`config.mk`:
```
export PLATFORM = sky130hd
export DESIGN_NAME = fb_access_arbiter
export DESIGN_NICKNAME = d
export VERILOG_FILES = /design/src/rtl/fb_access_arbiter_pkg.sv /design/src/rtl/fb_fill_engine.sv /design/src/rtl/fb_access_arbiter.sv
export SDC_FILE = /design/constraint.sdc
export NUM_CORES = 1
export LEC_CHECK = 0
export CORE_MARGIN = 2
export CORE_UTILIZATION = 45
export DETAILED_ROUTE_END_ITERATION = 6
export DONT_BUFFER_PORTS = 1
export HOLD_SLACK_MARGIN = 0.06
export SYNTH_ARGS = -nofsm -noshare
export SYNTH_HDL_FRONTEND = slang
export SYNTH_SLANG_ARGS = --single-unit
```
`constraint.sdc`:
```
create_clock -name clk -period 1.7 [get_ports clk]
set_input_delay 0 -clock clk [delete_from_list [all_inputs] [get_ports clk]]
set_output_delay 0 -clock clk [all_outputs]
set_load 0.05 [all_outputs]
```
`src/rtl/fb_access_arbiter_pkg.sv`:
```
// Shared frame buffer geometry and fill-engine state encoding for the
// frame buffer access arbiter.
package fb_access_arbiter_pkg;

  localparam int FB_WIDTH        = 320;
  localparam int FB_HEIGHT       = 240;
  localparam int FB_DEPTH        = FB_WIDTH * FB_HEIGHT;
  localparam int DISP_ADDR_WIDTH = 17;
  localparam int PIX_WIDTH       = 12;

  typedef enum logic [1:0] {
    ST_IDLE = 2'd0,
    ST_FILL = 2'd1,
    ST_DONE = 2'd2
  } fill_state_e;

endpackage

```
`src/rtl/fb_fill_engine.sv`:
```
// Clear-screen fill engine: walks every frame buffer location once, writing
// the latched colour only in cycles the display leaves free.
module fb_fill_engine #(
  parameter int ADDR_WIDTH = fb_access_arbiter_pkg::DISP_ADDR_WIDTH,
  parameter int DATA_WIDTH = fb_access_arbiter_pkg::PIX_WIDTH,
  parameter int FB_DEPTH   = fb_access_arbiter_pkg::FB_DEPTH
) (
  input  logic                  clk,
  input  logic                  reset_n,
  input  logic                  start,
  input  logic [DATA_WIDTH-1:0] color,
  input  logic                  slot_free,
  output logic                  fill_we,
  output logic [ADDR_WIDTH-1:0] fill_addr,
  output logic [DATA_WIDTH-1:0] fill_data,
  output logic                  busy,
  output logic                  done
);
  import fb_access_arbiter_pkg::*;

  localparam logic [ADDR_WIDTH-1:0] LAST_ADDR = ADDR_WIDTH'(FB_DEPTH - 1);

  fill_state_e           r_state;
  fill_state_e           w_state_nxt;
  logic [ADDR_WIDTH-1:0] r_fill_cnt;
  logic [DATA_WIDTH-1:0] r_color;
  logic                  w_last;

  assign w_last = (r_fill_cnt == LAST_ADDR);

  // NOTE: clocked state uses non-blocking assignments so every register
  // samples pre-edge values regardless of process ordering.
  always_ff @(posedge clk or negedge reset_n) begin
    if (!reset_n) r_state <= ST_IDLE;
    else          r_state <= w_state_nxt;
  end

  // NOTE: the default assignment first keeps this combinational and latch-free.
  always_comb begin
    w_state_nxt = r_state;
    case (r_state)
      ST_IDLE: if (start)               w_state_nxt = ST_FILL;
      ST_FILL: if (slot_free && w_last) w_state_nxt = ST_DONE;
      ST_DONE:                          w_state_nxt = ST_IDLE;
      default:                          w_state_nxt = ST_IDLE;
    endcase
  end

  // The counter holds at the last address after the final write; a new start clears it.
  always_ff @(posedge clk or negedge reset_n) begin
    if (!reset_n) begin
      r_fill_cnt <= '0;
      r_color    <= '0;
    end else if (r_state == ST_IDLE && start) begin
      r_fill_cnt <= '0;
      r_color    <= color;
    end else if (r_state == ST_FILL && slot_free && !w_last) begin
      r_fill_cnt <= r_fill_cnt + ADDR_WIDTH'(1);
    end
  end

  always_comb begin
    fill_we = (r_state == ST_FILL) && slot_free;
    busy    = (r_state != ST_IDLE);
    done    = (r_state == ST_DONE);
  end

  assign fill_addr = r_fill_cnt;
  assign fill_data = r_color;

endmodule

```
`src/rtl/fb_access_arbiter.sv`:
```
// Single-port frame buffer arbiter: display > fill engine > pixel writer.
// Optional writer stall statistics are enabled by defining FB_ARB_STATS_EN.
module fb_access_arbiter #(
  parameter int ADDR_WIDTH = fb_access_arbiter_pkg::DISP_ADDR_WIDTH,
  parameter int DATA_WIDTH = fb_access_arbiter_pkg::PIX_WIDTH,
  parameter int FB_DEPTH   = fb_access_arbiter_pkg::FB_DEPTH
) (
  input  logic                  clk,
  input  logic                  reset_n,
  input  logic                  disp_req,
  input  logic [ADDR_WIDTH-1:0] disp_addr,
  output logic [DATA_WIDTH-1:0] disp_rdata,
  input  logic                  wr_valid,
  output logic                  wr_ready,
  input  logic [ADDR_WIDTH-1:0] wr_addr,
  input  logic [DATA_WIDTH-1:0] wr_data,
  input  logic                  fill_start,
  input  logic [DATA_WIDTH-1:0] fill_color,
  output logic                  fill_busy,
  output logic                  fill_done,
  output logic                  wr_drop,
  output logic [15:0]           stall_count,
  output logic [ADDR_WIDTH-1:0] mem_addr,
  output logic                  mem_we,
  output logic [DATA_WIDTH-1:0] mem_wdata,
  input  logic [DATA_WIDTH-1:0] mem_rdata
);
  import fb_access_arbiter_pkg::*;

  localparam logic [ADDR_WIDTH-1:0] LAST_ADDR = ADDR_WIDTH'(FB_DEPTH - 1);

  logic                  w_slot_free;
  logic                  w_fill_we;
  logic [ADDR_WIDTH-1:0] w_fill_addr;
  logic [DATA_WIDTH-1:0] w_fill_data;
  logic                  w_fill_busy;
  logic                  w_fill_done;
  logic                  w_wr_xfer;
  logic                  w_wr_in_range;
  logic                  r_wr_drop;

  fb_fill_engine #(
    .ADDR_WIDTH (ADDR_WIDTH),
    .DATA_WIDTH (DATA_WIDTH),
    .FB_DEPTH   (FB_DEPTH)
  ) u_fill (
    .clk       (clk),
    .reset_n   (reset_n),
    .start     (fill_start),
    .color     (fill_color),
    .slot_free (w_slot_free),
    .fill_we   (w_fill_we),
    .fill_addr (w_fill_addr),
    .fill_data (w_fill_data),
    .busy      (w_fill_busy),
    .done      (w_fill_done)
  );

  // The writer is shut out for the whole fill, including the DONE cycle.
  assign w_slot_free   = !disp_req;
  assign wr_ready      = w_slot_free && !w_fill_busy;
  assign w_wr_xfer     = wr_valid && wr_ready;
  assign w_wr_in_range = (wr_addr <= LAST_ADDR);

  always_comb begin
    mem_addr  = '0;
    mem_we    = 1'b0;
    mem_wdata = '0;
    if (disp_req) begin
      mem_addr = disp_addr;
    end else if (w_fill_we) begin
      mem_addr  = w_fill_addr;
      mem_we    = 1'b1;
      mem_wdata = w_fill_data;
    end else if (w_wr_xfer && w_wr_in_range) begin
      mem_addr  = wr_addr;
      mem_we    = 1'b1;
      mem_wdata = wr_data;
    end
  end

  // Out-of-range writes still complete the handshake; they are reported a cycle later.
  always_ff @(posedge clk or negedge reset_n) begin
    if (!reset_n) r_wr_drop <= 1'b0;
    else          r_wr_drop <= w_wr_xfer && !w_wr_in_range;
  end

`ifdef FB_ARB_STATS_EN
  logic [15:0] r_stall_count;

  always_ff @(posedge clk or negedge reset_n) begin
    if (!reset_n)
      r_stall_count <= '0;
    else if (w_fill_done)
      r_stall_count <= '0;
    else if (wr_valid && !wr_ready && r_stall_count != 16'hFFFF)
      r_stall_count <= r_stall_count + 16'd1;
  end

  assign stall_count = r_stall_count;
`else
  assign stall_count = 16'h0000;
`endif

  assign disp_rdata = mem_rdata;
  assign fill_busy  = w_fill_busy;
  assign fill_done  = w_fill_done;
  assign wr_drop    = r_wr_drop;

endmodule

```
==> results.json <==
{
  "clock.fmax_mhz": 551,
  "cts_made_buffers": 5,
  "vias": 2083,
  "synth_flop_cell": "dfrtp_1",
  "vdd_drop_max_v": 0.000558,
  "core_area_um2": 4790,
  "seqPwrFrac": 0.361,
  "netlist_area_um2": 2260,
  "endpoint": "mem_addr[10]",
  "cp.arrival_ps": 1810,
  "power.switching_mw": 1.01,
  "hp-start": "disp_req",
  "viasPerCell": 5.64,
  "cts.htree.levels": 2,
  "hold_violations": 0,
  "clock_path_buffers": 2,
  "fin_util": 0.652,
  "nNetsFinal": 377,
  "drv_slew": 0,
  "antenna_found_initial": 0,
  "synthCells": 261,
  "critPathLaunchType": "flop",
  "period_share": 1.07,
  "p_leak_nw": 1.48,
  "tritoncts": "yes",
  "critPathMaxFanout": 8,
  "dr_wl_met2_um": 3070,
  "grt_max_degree": 33,
  "rsz0062_at_grt": "yes",
  "fillers": 384,
  "wl_um": 6290,
  "seqCellArea_um2": 802,
  "grt_pass1_vias": 1890,
  "routedLengthMet1_um": 2720,
  "final.min_clock_period_ps": 1810,
  "required_ps": 1700,
  "dieHeight_um": 74.8,
  "reg2reg_from": "u_fill.r_state[1]",
  "startpoint": "u_fill.r_state[1]",
  "route.met3.wl_um": 437,
  "numPortBuffers": 0,
  "status": "finished with violations",
  "drt_iter0_markers": 96,
  "reg2regPathDepth": 5,
  "fin_ws_ps": -115,
  "clock_skew_ps": 3.26,
  "area_growth_pct": 38.3,
  "clkTransAtPathRegs_ps": 60,
  "finalSetupViolCount": 27,
  "cp-end-kind": "output pin",
  "yosysSeqAreaShare": 0.355,
  "gp_congestion": 0.809,
  "top_layer_used": "met4",
  "start_util": 0.471,
  "clock_power_share": 0.270,
  "rows": 25,
  "root_buffer": "clkbuf_8",
  "io_pins": 137,
  "die_width_um": 74.8,
  "grt_first_pass_wirelength_um": 9240,
  "grtUsageTotal": 0.224,
  "slew-limit-headroom": 0.657,
  "synth-seq-cells": 32,
  "cts.sinks": 32,
  "ys_types": 39,
  "yosysWarnings": 0,
  "place_ws_ps": 37.8,
  "antenna_left": 0,
  "criticalPathCategory": "flop to output pin",
  "violations": "setup timing",
  "min_path_type": "primary input to flop",
  "synth_edf_count": 0,
  "clk_latency_ps": 280,
  "tightest_slew_ps": 513,
  "hpwl_um": 4080,
  "antennaDiodeCount": 0,
  "die-area_um2": 5600,
  "multi_input_area_um2": 1510,
  "drive_above_1_share": 0.285,
  "postSynth.asyncResetShare": 1.00,
  "ff2ff_setup_slack_ps": 80,
  "drc": 0,
  "maxCapViolCount": 0,
  "synth.avg_cell_area_um2": 8.64,
  "comb_power_share": 0.369,
  "r2r-end": "u_fill.fill_addr[15]",
  "sw_frac_of_total": 0.378,
  "routedWlPerCell_um": 17.1,
  "p_per_area_nw_per_um2": 857,
  "dr.pass1.iters": 4,
  "overflow": 0,
  "p_int_mw": 1.66
}
sequential cells by signal, summed over array words and instances (netlist names):
signal / flops
wr_drop: 1
u_fill.fill_data: 12
u_fill.fill_addr: 17
u_fill.r_state: 2
worst min-delay path by stage:
stage                           to  slack [ps]  cells past startpoint
2_1_floorplan  u_fill.fill_addr[0]        -300                      0
3_3_place_gp   u_fill.fill_data[9]        -290                      0
6_report         u_fill.r_state[0]           9                      2
4_1_cts          u_fill.r_state[1]          -5                      2
3_5_place_dp   u_fill.fill_data[9]        -290                      0
5_1_grt          u_fill.r_state[1]          20                      2
placed cells by master, fill, tap and decap left out, types with 2 or more instances in the layout:
| cell type | instances |
|---|---|
| o21ai_0 | 2 |
| and2_1 | 3 |
| nor3_1 | 2 |
| dfrtp_1 | 31 |
| o211ai_1 | 3 |
| dlygate4sd3_1 | 28 |
| a21oi_1 | 10 |
| clkbuf_8 | 5 |
| nand2b_1 | 4 |
| buf_12 | 4 |
| and3_1 | 4 |
| or3_1 | 2 |
| nand3_1 | 3 |
| or4_1 | 5 |
| inv_1 | 4 |
| mux2i_1 | 8 |
| nand2_2 | 2 |
| buf_6 | 3 |
| a221o_4 | 2 |
| a21o_4 | 14 |
| conb_1 | 16 |
| nand4_1 | 6 |
| a22o_1 | 14 |
| o21a_1 | 2 |
| nand2_1 | 49 |
| buf_4 | 26 |
| o31ai_1 | 5 |
| a22o_4 | 12 |
| nor2_2 | 2 |
| nor2_1 | 5 |
critical path: stages, from the launching register on:
cell and delay [ps]:
dfrtp_2 430, buf_6 130, nor3_4 190, nand2_2 100, a21oi_4 170, buf_12 130
buf_12 130, a221o_4 260
area by class of cell:
cell class,instances,area share
Multi-Input combinational cell,196,0.483
Sequential cell,32,0.257
Timing Repair Buffer,62,0.194
Tap cell,67,0.0269
Clock buffer,6,0.0233
Clock inverter,2,0.0112
Inverter,4,0.00481
Yosys cell counts (5+ instances only):
| library cell | instances | area share |
|---|---|---|
| buf_4 | 29 | 0.097 |
| a21oi_1 | 11 | 0.024 |
| a22o_1 | 26 | 0.10 |
| nor2_1 | 7 | 0.012 |
| nand2_1 | 51 | 0.085 |
| clkbuf_1 | 10 | 0.017 |
| or4_1 | 5 | 0.017 |
| dfrtp_1 | 32 | 0.35 |
| nand4_1 | 6 | 0.017 |
| a21o_1 | 15 | 0.050 |
| o31ai_1 | 5 | 0.017 |
| mux2i_1 | 8 | 0.035 |
| nand2b_1 | 5 | 0.014 |
cell families after synthesis:
group / count (synthesis) / share of synthesized area
AOI/OAI and AO/OA: 70 / 0.234
adders and majority gates: 1 / 0.00555
buffers and inverters: 48 / 0.134
DFF: 32 / 0.355
muxes: 10 / 0.0455
other: 1 / 0.00166
and+or+nand+nor: 99 / 0.225
power groups by stage:
stage,logic (mW),registers (mW),clock network [mW]
floorplan,0.802,0.962,0
global placement,0.825,0.970,0
detailed placement,0.832,0.973,0
CTS,0.979,0.963,0.745
global route,1.06,0.984,0.760
finish,0.987,0.966,0.721
metrics by stage:
step	hold slack, ps	power (mW)	cell area, µm²	setup TNS [ps]	instances
detailed placement	-295	1.81	2530	0	325
global placement	-295	1.80	2530	0	325
finish	9.43	2.67	3120	-1880	369
CTS	-5.43	2.69	3110	-2240	368
global route	20.2	2.81	3120	-4080	369
floorplan	-296	1.76	2520	0	276
layer usage:
metal | vias to the layer above | GRT usage
met1 | 993 | 0.284
met5 | - | 0
met3 | 5 | 0.0495
li1 | 974 | -
met4 | 0 | 0.0734
met2 | 111 | 0.380
what timing repair did:
item | 4_1_cts | 5_1_grt
pin swaps | 15 | 6
setup buffers | 5 | 2
setup endpoints to repair | 29 | 47
resized for setup | 17 | 7
hold endpoints to repair | 59 | 3
gates cloned | 1 | 0
hold buffers | 29 | 1
Power figures use the tool's default switching activity.
